===== src/rtl/cke_ratio_gen_pkg.sv =====
// Shared definitions for the clock-enable ratio generator.
// Holds the controller state enumeration and the divide-ratio clamp helper.
package cke_ratio_gen_pkg;

  typedef enum logic [1:0] {
    ST_WAIT_LOCK = 2'd0,
    ST_SETTLE    = 2'd1,
    ST_RUN       = 2'd2
  } state_t;

  // Divide ratio minus one is kept within [1, max_m1]; a ratio of 1
  // would leave no room for a clock-enable phase pattern.
  function automatic int unsigned clamp_ratio_m1(input int unsigned raw_m1,
                                                 input int unsigned max_m1);
    if (raw_m1 == 0)
      return 1;
    else if (raw_m1 > max_m1)
      return max_m1;
    else
      return raw_m1;
  endfunction

endpackage


===== src/rtl/cke_ratio_generator_cke_channel.sv =====
// One clock-enable channel: pulses cke for one cycle after an edge at which
// the divider phase matches this channel's offset while running.
// Ports:
//   clk    - logic clock
//   rst    - asynchronous active-high reset
//   run    - divider is running this cycle
//   phase  - current divider phase
//   offset - phase at which this channel fires
//   cke    - registered one-cycle enable pulse
module cke_channel #(
  parameter int CW = 3
) (
  input  logic          clk,
  input  logic          rst,
  input  logic          run,
  input  logic [CW-1:0] phase,
  input  logic [CW-1:0] offset,
  output logic          cke
);

  // The phase never exceeds the active ratio, so an offset beyond it
  // simply never matches.
  always_ff @(posedge clk or posedge rst) begin
    if (rst)
      cke <= 1'b0;
    else
      cke <= run && (phase == offset);
  end

endmodule


===== src/rtl/cke_ratio_generator.sv =====
// Divided logic clock and clock-enable generator, gated on DCM lock.
// Ports:
//   int_logic_drm_clock - the single clock, all state on its rising edge
//   int_reset           - asynchronous active-high reset
//   dcm_locked          - lock status of the upstream DCM
//   ratio_m1            - requested divide ratio minus 1
//   ratio_load          - one-cycle strobe capturing ratio_m1
//   cke_offset          - per-channel firing phase, channel i at [i*CW +: CW]
//   divided_clock       - registered divided clock
//   cke                 - registered one-cycle enable pulses per channel
//   phase               - current divider phase
//   ready               - high while running
//   ratio_ack           - one-cycle pulse after a new ratio takes effect
//
// state        | meaning
// -------------+-----------------------------------------------
// ST_WAIT_LOCK | DCM not locked; outputs held at 0
// ST_SETTLE    | locked, counting down the settle time
// ST_RUN       | divider running, enables firing
module cke_ratio_generator
  import cke_ratio_gen_pkg::*;
#(
  parameter int MAX_RATIO      = 8,
  parameter int NUM_CKE        = 2,
  parameter int LOCK_WAIT      = 16,
  parameter int RESET_RATIO_M1 = 7,
  localparam int CW            = $clog2(MAX_RATIO)
) (
  input  logic                  int_logic_drm_clock,
  input  logic                  int_reset,
  input  logic                  dcm_locked,
  input  logic [CW-1:0]         ratio_m1,
  input  logic                  ratio_load,
  input  logic [NUM_CKE*CW-1:0] cke_offset,
  output logic                  divided_clock,
  output logic [NUM_CKE-1:0]    cke,
  output logic [CW-1:0]         phase,
  output logic                  ready,
  output logic                  ratio_ack
);

  localparam int SW = $clog2(LOCK_WAIT + 1);
  // The edge that first sees lock counts as one of the LOCK_WAIT cycles,
  // so the settle counter covers the remaining LOCK_WAIT-1 edges.
  localparam int SETTLE_LOAD = (LOCK_WAIT > 1) ? LOCK_WAIT - 2 : 0;
  localparam logic [CW:0] ONE_W = (CW + 1)'(1);

  state_t        state;
  logic [SW-1:0] settle_cnt;
  logic [CW-1:0] ratio_active;
  logic [CW-1:0] ratio_pend;
  logic          pend_valid;
  logic          run_now;
  logic          wrap;
  logic [CW:0]   half_period;

  // Losing lock takes effect at the same edge, so the run qualifier
  // already includes dcm_locked.
  assign run_now     = (state == ST_RUN) && dcm_locked;
  assign wrap        = run_now && (phase == ratio_active);
  assign half_period = ({1'b0, ratio_active} + ONE_W) >> 1;

  always_ff @(posedge int_logic_drm_clock or posedge int_reset) begin
    if (int_reset) begin
      state         <= ST_WAIT_LOCK;
      settle_cnt    <= '0;
      ratio_active  <= CW'(RESET_RATIO_M1);
      ratio_pend    <= CW'(RESET_RATIO_M1);
      pend_valid    <= 1'b0;
      phase         <= '0;
      divided_clock <= 1'b0;
      ready         <= 1'b0;
      ratio_ack     <= 1'b0;
    end else begin
      ratio_ack <= 1'b0;

      // A load coinciding with the wrap re-arms the pending flag, so it
      // waits for the next wrap while the older pending value applies now.
      if (ratio_load) begin
        ratio_pend <= CW'(clamp_ratio_m1(32'(ratio_m1), 32'(MAX_RATIO - 1)));
        pend_valid <= 1'b1;
      end else if (wrap) begin
        pend_valid <= 1'b0;
      end

      if (wrap && pend_valid) begin
        ratio_active <= ratio_pend;
        ratio_ack    <= 1'b1;
      end

      // Uses the ratio in force before any wrap-edge update.
      divided_clock <= run_now && ({1'b0, phase} < half_period);

      if (!dcm_locked) begin
        state      <= ST_WAIT_LOCK;
        settle_cnt <= '0;
        phase      <= '0;
        ready      <= 1'b0;
      end else begin
        case (state)
          ST_WAIT_LOCK: begin
            phase <= '0;
            if (LOCK_WAIT > 1) begin
              state      <= ST_SETTLE;
              settle_cnt <= SW'(SETTLE_LOAD);
              ready      <= 1'b0;
            end else begin
              state <= ST_RUN;
              ready <= 1'b1;
            end
          end
          ST_SETTLE: begin
            phase <= '0;
            if (settle_cnt == '0) begin
              state <= ST_RUN;
              ready <= 1'b1;
            end else begin
              settle_cnt <= settle_cnt - SW'(1);
            end
          end
          ST_RUN: begin
            ready <= 1'b1;
            phase <= wrap ? '0 : phase + CW'(1);
          end
          default: begin
            state      <= ST_WAIT_LOCK;
            settle_cnt <= '0;
            phase      <= '0;
            ready      <= 1'b0;
          end
        endcase
      end
    end
  end

  for (genvar i = 0; i < NUM_CKE; i++) begin : g_chan
    cke_channel #(.CW(CW)) u_chan (
      .clk    (int_logic_drm_clock),
      .rst    (int_reset),
      .run    (run_now),
      .phase  (phase),
      .offset (cke_offset[i*CW +: CW]),
      .cke    (cke[i])
    );
  end

endmodule


===== config.mk =====
export PLATFORM = sky130hd
export DESIGN_NAME = cke_ratio_generator
export DESIGN_NICKNAME = d
export VERILOG_FILES = /design/src/rtl/cke_ratio_gen_pkg.sv /design/src/rtl/cke_ratio_generator_cke_channel.sv /design/src/rtl/cke_ratio_generator.sv
export SDC_FILE = /design/constraint.sdc
export NUM_CORES = 1
export LEC_CHECK = 0
export ABC_AREA = 1
export BUFFER_PORTS_ARGS = -buffer_cell sky130_fd_sc_hd__buf_4
export CAP_MARGIN = 15
export CORE_MARGIN = 3
export CORE_UTILIZATION = 50
export CTS_BUF_LIST = sky130_fd_sc_hd__clkbuf_4 sky130_fd_sc_hd__clkbuf_8 sky130_fd_sc_hd__clkbuf_16
export DETAILED_ROUTE_END_ITERATION = 8
export GPL_ROUTABILITY_DRIVEN = 0
export PLACE_DENSITY = 0.73
export SKIP_CTS_REPAIR_TIMING = 1
export SYNTH_ARGS = -nofsm -noshare
export SYNTH_HDL_FRONTEND = slang
export SYNTH_HIERARCHICAL = 1
export SYNTH_SLANG_ARGS = --single-unit

===== constraint.sdc =====
create_clock -name int_logic_drm_clock -period 1.6 [get_ports int_logic_drm_clock]
set_clock_uncertainty 0.1 [all_clocks]
set_input_delay 0.08 -clock int_logic_drm_clock [delete_from_list [all_inputs] [get_ports int_logic_drm_clock]]
set_output_delay 0.08 -clock int_logic_drm_clock [all_outputs]
set_load 0.005 [all_outputs]

==> results of run 1 <==
[stage by stage]
step	utilization	instances	hold slack [ps]	setup TNS, ps	worst slack (ps)
after floorplan	-	171	-291	-3.05	-3.05
after global placement	0.625	225	-164	0	17.5
after detailed placement	0.625	225	-154	-74.2	-74.2
after CTS	0.639	229	-495	-109	-109
after global routing	0.690	240	12.9	-116	-116
final	0.690	240	-6.44	-49.9	-49.9
[per-layer routing]
layer,part of all wire,vias up,wire length (um),global-route usage
li1,-,603,-,-
met1,0.44,539,1210,0.216
met2,0.51,20,1390,0.311
met3,0.029,6,78,0.0223
met4,0.016,0,44,0.0861
met5,0,-,0,0
[final cells by class]
class	instances	share of cell area
Tap cell	30	0.0216
Inverter	35	0.0761
Clock buffer	4	0.0208
Timing Repair Buffer	35	0.167
Sequential cell	22	0.320
Multi-Input combinational cell	114	0.394
[power breakdown]
group | internal (W) | leakage, nW | switching [W]
combinational | 0.000464 | 0.588 | 0.000568
sequential | 0.000722 | 0.274 | 0.000145
clock | 0.000138 | 0.0210 | 0.000153
[path summary, 6_finish.rpt]
kind                                 startpoint                    to  slack [ps]  depth (start not counted)
worst max-delay path            ratio_active[1]         divided_clock         -50                          6
worst min-delay path              cke_offset[4]  g_chan[1].u_chan/cke          -6                          6
max in group asynchronous             int_reset       ratio_active[1]         870                          4
min in group asynchronous             int_reset  g_chan[1].u_chan/cke          80                          3
worst min register to register    ratio_pend[2]         ratio_pend[2]         380                          2
worst max register to register  ratio_active[1]         divided_clock         -50                          6
[cell families after synthesis]
family                   after synthesis
AND/OR/NAND/NOR                       84
XOR/XNOR                               3
flip-flops                            22
buffers and inverters                 35
adder cells (fa/ha/maj)                9
AO/OA/AOI/OAI                         18
[cell usage in the layout, fill, tap and decap left out, drive strengths merged]
cell type / Yosys / layout
nor3: 1 / 1
nand3: 11 / 11
nand2: 60 / 60
dlygate4sd3: 0 / 11
o21ai: 6 / 6
ha: 9 / 9
clkbuf: 0 / 4
o211ai: 2 / 2
dfstp: 6 / 6
inv: 34 / 34
a21boi: 1 / 1
a21oi: 5 / 5
clkinv: 1 / 1
or2: 1 / 1
o21bai: 1 / 1
nand4: 1 / 1
nor2: 10 / 10
buf: 0 / 24
o31ai: 1 / 1
o21a: 2 / 2
xnor2: 3 / 3
dfrtp: 16 / 16
[critical path, cell delays in order (launching register included)]
cell	delay (ps)
dfstp_2	580
ha_4	140
xnor2_2	110
ha_1	250
a21boi_1	130
o21a_1	170
nor3_2	110
[flip-flops by register name, summed over array words and instances (netlist names), 2 cells and up]
| signal | count |
|---|---|
| state | 2 |
| ratio_active | 3 |
| phase | 3 |
| g_chan.u_chan/cke | 2 |
| settle_cnt | 5 |
| ratio_pend | 3 |
==> results_dict.tcl, run 1 <==
set metrics [dict create \
    finalSetupViolCount 1 \
    max_freq_ghz 0.606 \
    syn-cell-area_um2 1350 \
    synth_top_area_cell "dfrtp_1" \
    worst_setup_path_start_kind "register" \
    final_net_count 233 \
    synthesis.nets 193 \
    rsz0062_at_grt "yes" \
    cts.sinks 22 \
    drt_first_iter_violations 69 \
    syn2layout_area_growth_pct 29.5 \
    cts_buffers 3 \
    grt_pass1_wl_mm 4.62 \
    dp_hpwl_mm 2.03 \
    crit_type "register to register" \
    vias 1168 \
    finalMaxSlewViolations 0 \
    core_region_area_um2 2520 \
    slew_headroom 0.756 \
    place_area_um2 1580 \
    numPortBuffers 20 \
    synthAdderAreaFrac 0.0837 \
    power_density_nw_per_um2 1260 \
    yosys.area_share.simple 0.287 \
    synthTopCellsByArea "dfrtp_1 (30%), nand2_1 (16%), dfstp_2 (12%)" \
    root_buffer "clkbuf_4" \
    yosysMostFrequentCell "nand2_1" \
    status "complete, but fails checks" \
    synthFlopType "dfrtp_1" \
    leakage_nw 0.882 \
    holdWs_ps -6.44 \
    grt_antenna_before_repair 0 \
    nFillCells 220 \
    hold_viol 1 \
    yosysWarnings 6 \
    viasPerCell 4.87 \
    final_area_um2 1740 \
    worstPathRequired_ps 1720 \
    endpoint_kind "register" \
    start_util 0.533 \
    synth-edff-count 0 \
    vdd_drop_max_mv 1.00 \
    grt_pass1_vias 1125 \
    firstDrtPassIters 4 \
    yosys-mux-area-fraction 0 \
    die_x_um 57.9 \
    diodes 0 \
    cap_violations 0 \
    fin_crit_ps 1650 \
    clkSlewWorstSetupHoldPaths_ps 110 \
    cts_tree "built" \
    drive_above_1_share 0.271 \
    tightest_slew_ps 366 \
    synth_seq_cells 22 \
    path_max_fanout 2 \
    htree_levels 1 \
    worst_slack_ps -49.9 \
    async_reset_ff_frac 1.00 \
    die-height_um 57.9 \
    die_area_um2 3350 \
    wl_per_cell_um 11.3 \
    power.total_w 0.00219 \
    rows 18 \
    min_path_type "primary input to register" \
    syn_inst 171 \
    synth_compound_area_frac 0.0967 \
    wirelength_mm 2.72 \
    syn_avg_cell_area_um2 7.87 \
    register_area_um2 558 \
    ios 21 \
    synthXorXnorAreaFrac 0.0195 \
    yosysTopAreaCellShare 0.298 \
    grt_max_degree 21 \
    track_usage 0.178 \
    clk_latency_ps 290 \
    synth_top_family_by_area "simple AND/OR/NAND/NOR gates" \
    fin_crit_sh 1.03 \
    drt_drc_violations_left 0 \
    synth_cell_types 27 \
    cts_max_path_buffers 2 \
    violations "negative hold slack, negative setup slack" \
    overflow 0 \
    multi_input_area_um2 687 \
    cp.arrival_ps 1770 \
    ant_nets 0 \
    synth_common_cells "nand2_1 (56), inv_1 (32), dfrtp_1 (16)" \
    yosysSeqAreaShare 0.415 \
]
Power figures use the tool's default switching activity.
==> run 2: changes to the inputs <==
Settings changed: CORE_UTILIZATION 50 to 40, CTS_CLUSTER_DIAMETER set to 30, PLACE_DENSITY 0.73 to 0.61.
==> results_dict.tcl, run 2 (synthesized netlist as in run 1, its figures left out) <==
set metrics [dict create \
    power_frac_comb 0.484 \
    fin_crit_sh 1.00 \
    syn2layout_area_growth_pct 32.1 \
    final.setup.tns_ps -4.08 \
    power_density_nw_per_um2 1270 \
    pwr-share-clk 0.136 \
    cts_max_path_buffers 2 \
    leakage_nw 0.888 \
    overflow 0 \
    min_path_type "primary input to register" \
    worstPathRequired_ps 1740 \
    rows 20 \
    power_frac_seq 0.380 \
    swShare 0.401 \
    final_net_count 234 \
    hold_viol 2 \
    slew_headroom 0.757 \
    use_met3 0.0264 \
    ant_nets 0 \
    final_cell_mix "nand2_1 (56), inv_1 (32), buf_4 (25)" \
    p_int_w 0.00135 \
    wl_per_cell_um 11.7 \
    critical-path-top-delay-family "flip-flops" \
    diodes 0 \
    drt_first_iter_violations 56 \
    tightest_slew_ps 364 \
    drive_above_1_share 0.270 \
    r2r_slack_ps -4 \
    numPortBuffers 20 \
    clkSlewWorstSetupHoldPaths_ps 130 \
    cp.depth 6 \
    fin_crit_ps 1600 \
    dp_hpwl_mm 2.04 \
    ios 21 \
    path_buf_inv 0 \
    grt_antenna_before_repair 0 \
    viasPerCell 4.68 \
    cts_buffers 3 \
    die_x_um 64.0 \
    drt_drc_violations_left 0 \
    violations "negative hold slack, negative setup slack" \
    wirelength_mm 3.00 \
    finalMaxSlewViolations 0 \
    core_region_area_um2 3130 \
    cp_slowest_stage_delay_ps 570 \
    dp.cells 239 \
    rsz0062_at_grt "yes" \
    path_max_fanout 2 \
    max_freq_ghz 0.623 \
    grt_pass1_vias 1096 \
    worst_slack_ps -4.08 \
    worst_setup_path_start_kind "register" \
    start_util 0.430 \
    firstDrtPassIters 4 \
    r2r_cells 6 \
    grt_use_met2 0.263 \
    cap_violations 0 \
    die-height_um 64.0 \
    post-route-util 0.568 \
    grt_max_degree 21 \
    regMostFlops "settle_cnt" \
    cts.sinks 22 \
    clk_latency_ps 310 \
    root_buffer "clkbuf_4" \
    slowest_stage "dfstp_2" \
    finalNonFillerCells 255 \
    r2r-end "divided_clock" \
    cts_tree "built" \
    status "complete, but fails checks" \
    grt_pass1_wl_mm 4.81 \
    switching_power_w 0.000905 \
    grt_util_met1 0.172 \
    crit_type "register to register" \
    track_usage 0.147 \
    crit_end "divided_clock" \
    rr_startpoint "ratio_active[1]" \
    endpoint_kind "register" \
    cp.arrival_ps 1750 \
    htree_levels 1 \
    gr-max-usage-layer "met2" \
    holdWs_ps -15.2 \
    die_area_um2 4090 \
    vdd_drop_max_mv 0.657 \
    cp_cell_sequence "ha_4, xnor2_1, ha_1, a21boi_1, o21a_1, nor3_2" \
    startpoint "ratio_active[1]" \
    largest_reg_flops 5 \
    final_common_cell "nand2_1" \
    finalSetupViolCount 1 \
    vias 1193 \
]
run 2: per-stage QoR:
| step | instance area, um2 | hold WS, ps | setup WS, ps | power (W) |
|---|---|---|---|---|
| after floorplan | 1360 | -291 | -3.05 | 0.00155 |
| after global placement | 1590 | -163 | 14.8 | 0.00178 |
| after detailed placement | 1590 | -159 | -3.56 | 0.00183 |
| after CTS | 1630 | -516 | -21.4 | 0.00215 |
| after global routing | 1780 | 5.16 | -76.9 | 0.00248 |
| final | 1780 | -15.2 | -4.08 | 0.00226 |
run 2: final cells by class:
| cell class | count | area [um2] |
|---|---|---|
| Clock buffer | 4 | 36.3 |
| Timing Repair Buffer | 36 | 298 |
| Sequential cell | 22 | 558 |
| Tap cell | 44 | 55.1 |
| Fill cell | 295 | 1350 |
| Multi-Input combinational cell | 114 | 697 |
| Inverter | 35 | 133 |
run 2: power groups by stage:
stage          Combinational (W)  Sequential (W)  Clock, W
4_1_cts                 0.000973        0.000857  0.000323
3_3_place_gp            0.000925        0.000859         0
3_5_place_dp            0.000967        0.000867         0
6_report                 0.00109        0.000858  0.000307
5_1_grt                  0.00125        0.000885  0.000344
2_1_floorplan           0.000687        0.000862         0
run 2: worst register-to-register path, stage by stage, from the launching register on:
cell	delay (ps)
dfstp_2	570
ha_4	130
xnor2_1	110
ha_1	240
a21boi_1	120
o21a_1	180
nor3_2	100
run 2: how the worst min path moves through the flow:
stage,start,endpoint,slack (ps),cells past startpoint
floorplan,int_reset,g_chan[0].u_chan/cke,-290,1
global placement,int_reset,g_chan[0].u_chan/cke,-160,2
detailed placement,int_reset,g_chan[0].u_chan/cke,-160,2
CTS,int_reset,g_chan[0].u_chan/cke,-520,2
global route,cke_offset[4],g_chan[1].u_chan/cke,5,5
finish,cke_offset[4],g_chan[1].u_chan/cke,-20,6
run 2: layer usage:
layer	routed length [um]	part of all wire	vias up
met2	1560	0.52	26
li1	-	-	605
met1	1220	0.41	554
met5	0	0	-
met3	128	0.043	8
met4	86	0.029	0
==> run 3: changes to the inputs <==
Settings changed: BUFFER_PORTS_ARGS -buffer_cell sky130_fd_sc_hd__buf_4 to -buffer_cell sky130_fd_sc_hd__buf_2, PLACE_DENSITY 0.61 to 0.71.
==> results_dict.tcl, run 3 (synthesized netlist as in run 1, its figures left out) <==
set metrics [dict create \
    status "complete, but fails checks" \
    violations "negative hold slack, negative setup slack" \
    dp_hpwl_mm 1.95 \
    drt_first_iter_violations 42 \
    finalMaxSlewViolations 0 \
    cts.sinks 22 \
    regMostFlops "settle_cnt" \
    cp.arrival_ps 1760 \
    crit_type "register to register" \
    drt_drc_violations_left 0 \
    cts_buffers 3 \
    min_path_type "primary input to register" \
    tightest_slew_ps 308 \
    final_common_cell "nand2_1" \
    vias 1144 \
    wirelength_mm 2.63 \
    grt_max_degree 21 \
    hold_viol 2 \
    drive_above_1_share 0.261 \
    power_frac_comb 0.437 \
    cts_tree "built" \
    max_freq_ghz 0.621 \
    firstDrtPassIters 4 \
    cp_slowest_stage_delay_ps 570 \
    nFillCells 282 \
    clkSlewWorstSetupHoldPaths_ps 130 \
    holdWs_ps -12.9 \
    switching_power_w 0.000862 \
    grt_pass1_vias 1059 \
    cap_violations 0 \
    multi_input_area_um2 679 \
    power_frac_seq 0.377 \
    rsz0062_at_grt "yes" \
    fin_crit_ps 1610 \
    vdd_drop_max_mv 0.752 \
    worst_slack_ps -11.5 \
    htree_levels 1 \
    track_usage 0.134 \
    final_net_count 234 \
    p_int_w 0.00141 \
    fin_crit_sh 1.01 \
    power_density_nw_per_um2 1320 \
    ant_nets 0 \
    core_region_area_um2 3130 \
    power.total_w 0.00227 \
    worstPathRequired_ps 1740 \
    swShare 0.379 \
    grt_antenna_before_repair 0 \
    overflow 0 \
    clk_latency_ps 310 \
    numPortBuffers 20 \
    die-height_um 64.0 \
    start_util 0.430 \
    pwr-share-clk 0.186 \
    path_max_fanout 2 \
    diodes 0 \
    worst_setup_path_start_kind "register" \
    root_buffer "clkbuf_4" \
    viasPerCell 4.49 \
    ios 21 \
    rows 20 \
    syn2layout_area_growth_pct 28.3 \
    final.setup.tns_ps -11.5 \
    die_area_um2 4090 \
    largest_reg_flops 5 \
    grt_pass1_wl_mm 4.41 \
    cts_max_path_buffers 2 \
    wl_per_cell_um 10.3 \
    leakage_nw 0.887 \
    final_cell_mix "nand2_1 (56), inv_1 (32), buf_2 (20)" \
    finalSetupViolCount 1 \
    slowest_stage "dfstp_2" \
    slew_headroom 0.795 \
    cp_cell_sequence "ha_4, xnor2_2, ha_1, a21boi_1, o21a_1, nor3_2" \
    register_area_um2 558 \
    endpoint_kind "register" \
    die_x_um 64.0 \
]
==> run 3: critical path, delay by kind of cell, from the launching register on <==
| family | cells | cell delay [ps] |
|---|---|---|
| xor gates and xnor gates | 1 | 100 |
| and+or+nand+nor | 1 | 90 |
| AOI/OAI and AO/OA | 2 | 310 |
| adders and majority gates | 2 | 370 |
| DFF | 1 | 570 |
==> run 3: worst paths after layout <==
| check | end | slack (ps) | cells past startpoint | startpoint |
|---|---|---|---|---|
| worst max-delay path | divided_clock | -10 | 6 | ratio_active[0] |
| worst min-delay path | g_chan[1].u_chan/cke | -10 | 5 | cke_offset[4] |
| worst max register to register | divided_clock | -10 | 6 | ratio_active[0] |
| worst min register to register | ratio_pend[2] | 380 | 2 | ratio_pend[2] |
| max in group asynchronous | ratio_pend[2] | 870 | 4 | int_reset |
| min in group asynchronous | g_chan[0].u_chan/cke | 60 | 3 | int_reset |
==> run 3: cell type report <==
cell class                      instances  share of cell area
Clock buffer                            3              0.0131
Clock inverter                          1              0.0174
Inverter                               35              0.0769
Multi-Input combinational cell        114               0.394
Sequential cell                        22               0.323
Tap cell                               44              0.0319
Timing Repair Buffer                   36               0.144
==> run 3: routing by layer <==
layer | routed length, um | track usage | part of all wire
met1 | 1330 | 0.178 | 0.51
met2 | 1190 | 0.213 | 0.45
met3 | 99 | 0.0299 | 0.038
met4 | 12 | 0.0512 | 0.0046
met5 | 0 | 0 | 0
==> run 3: power by group through the flow <==
stage,clock network (W),registers (W),logic (W)
2_1_floorplan,0,0.000862,0.000687
3_5_place_dp,0,0.000861,0.000939
3_3_place_gp,0,0.000854,0.000924
6_report,0.000422,0.000857,0.000995
4_1_cts,0.000436,0.000851,0.000951
5_1_grt,0.000469,0.000878,0.00113
==> run 3: per-stage QoR <==
stage | worst slack, ps | area, um2 | utilization | cells
after floorplan | -3.05 | 1360 | - | 171
after global placement | 13.3 | 1550 | 0.496 | 240
after detailed placement | -24.3 | 1550 | 0.496 | 240
after CTS | -60.6 | 1600 | 0.512 | 244
after global routing | -73.1 | 1730 | 0.552 | 255
final | -11.5 | 1730 | 0.552 | 255
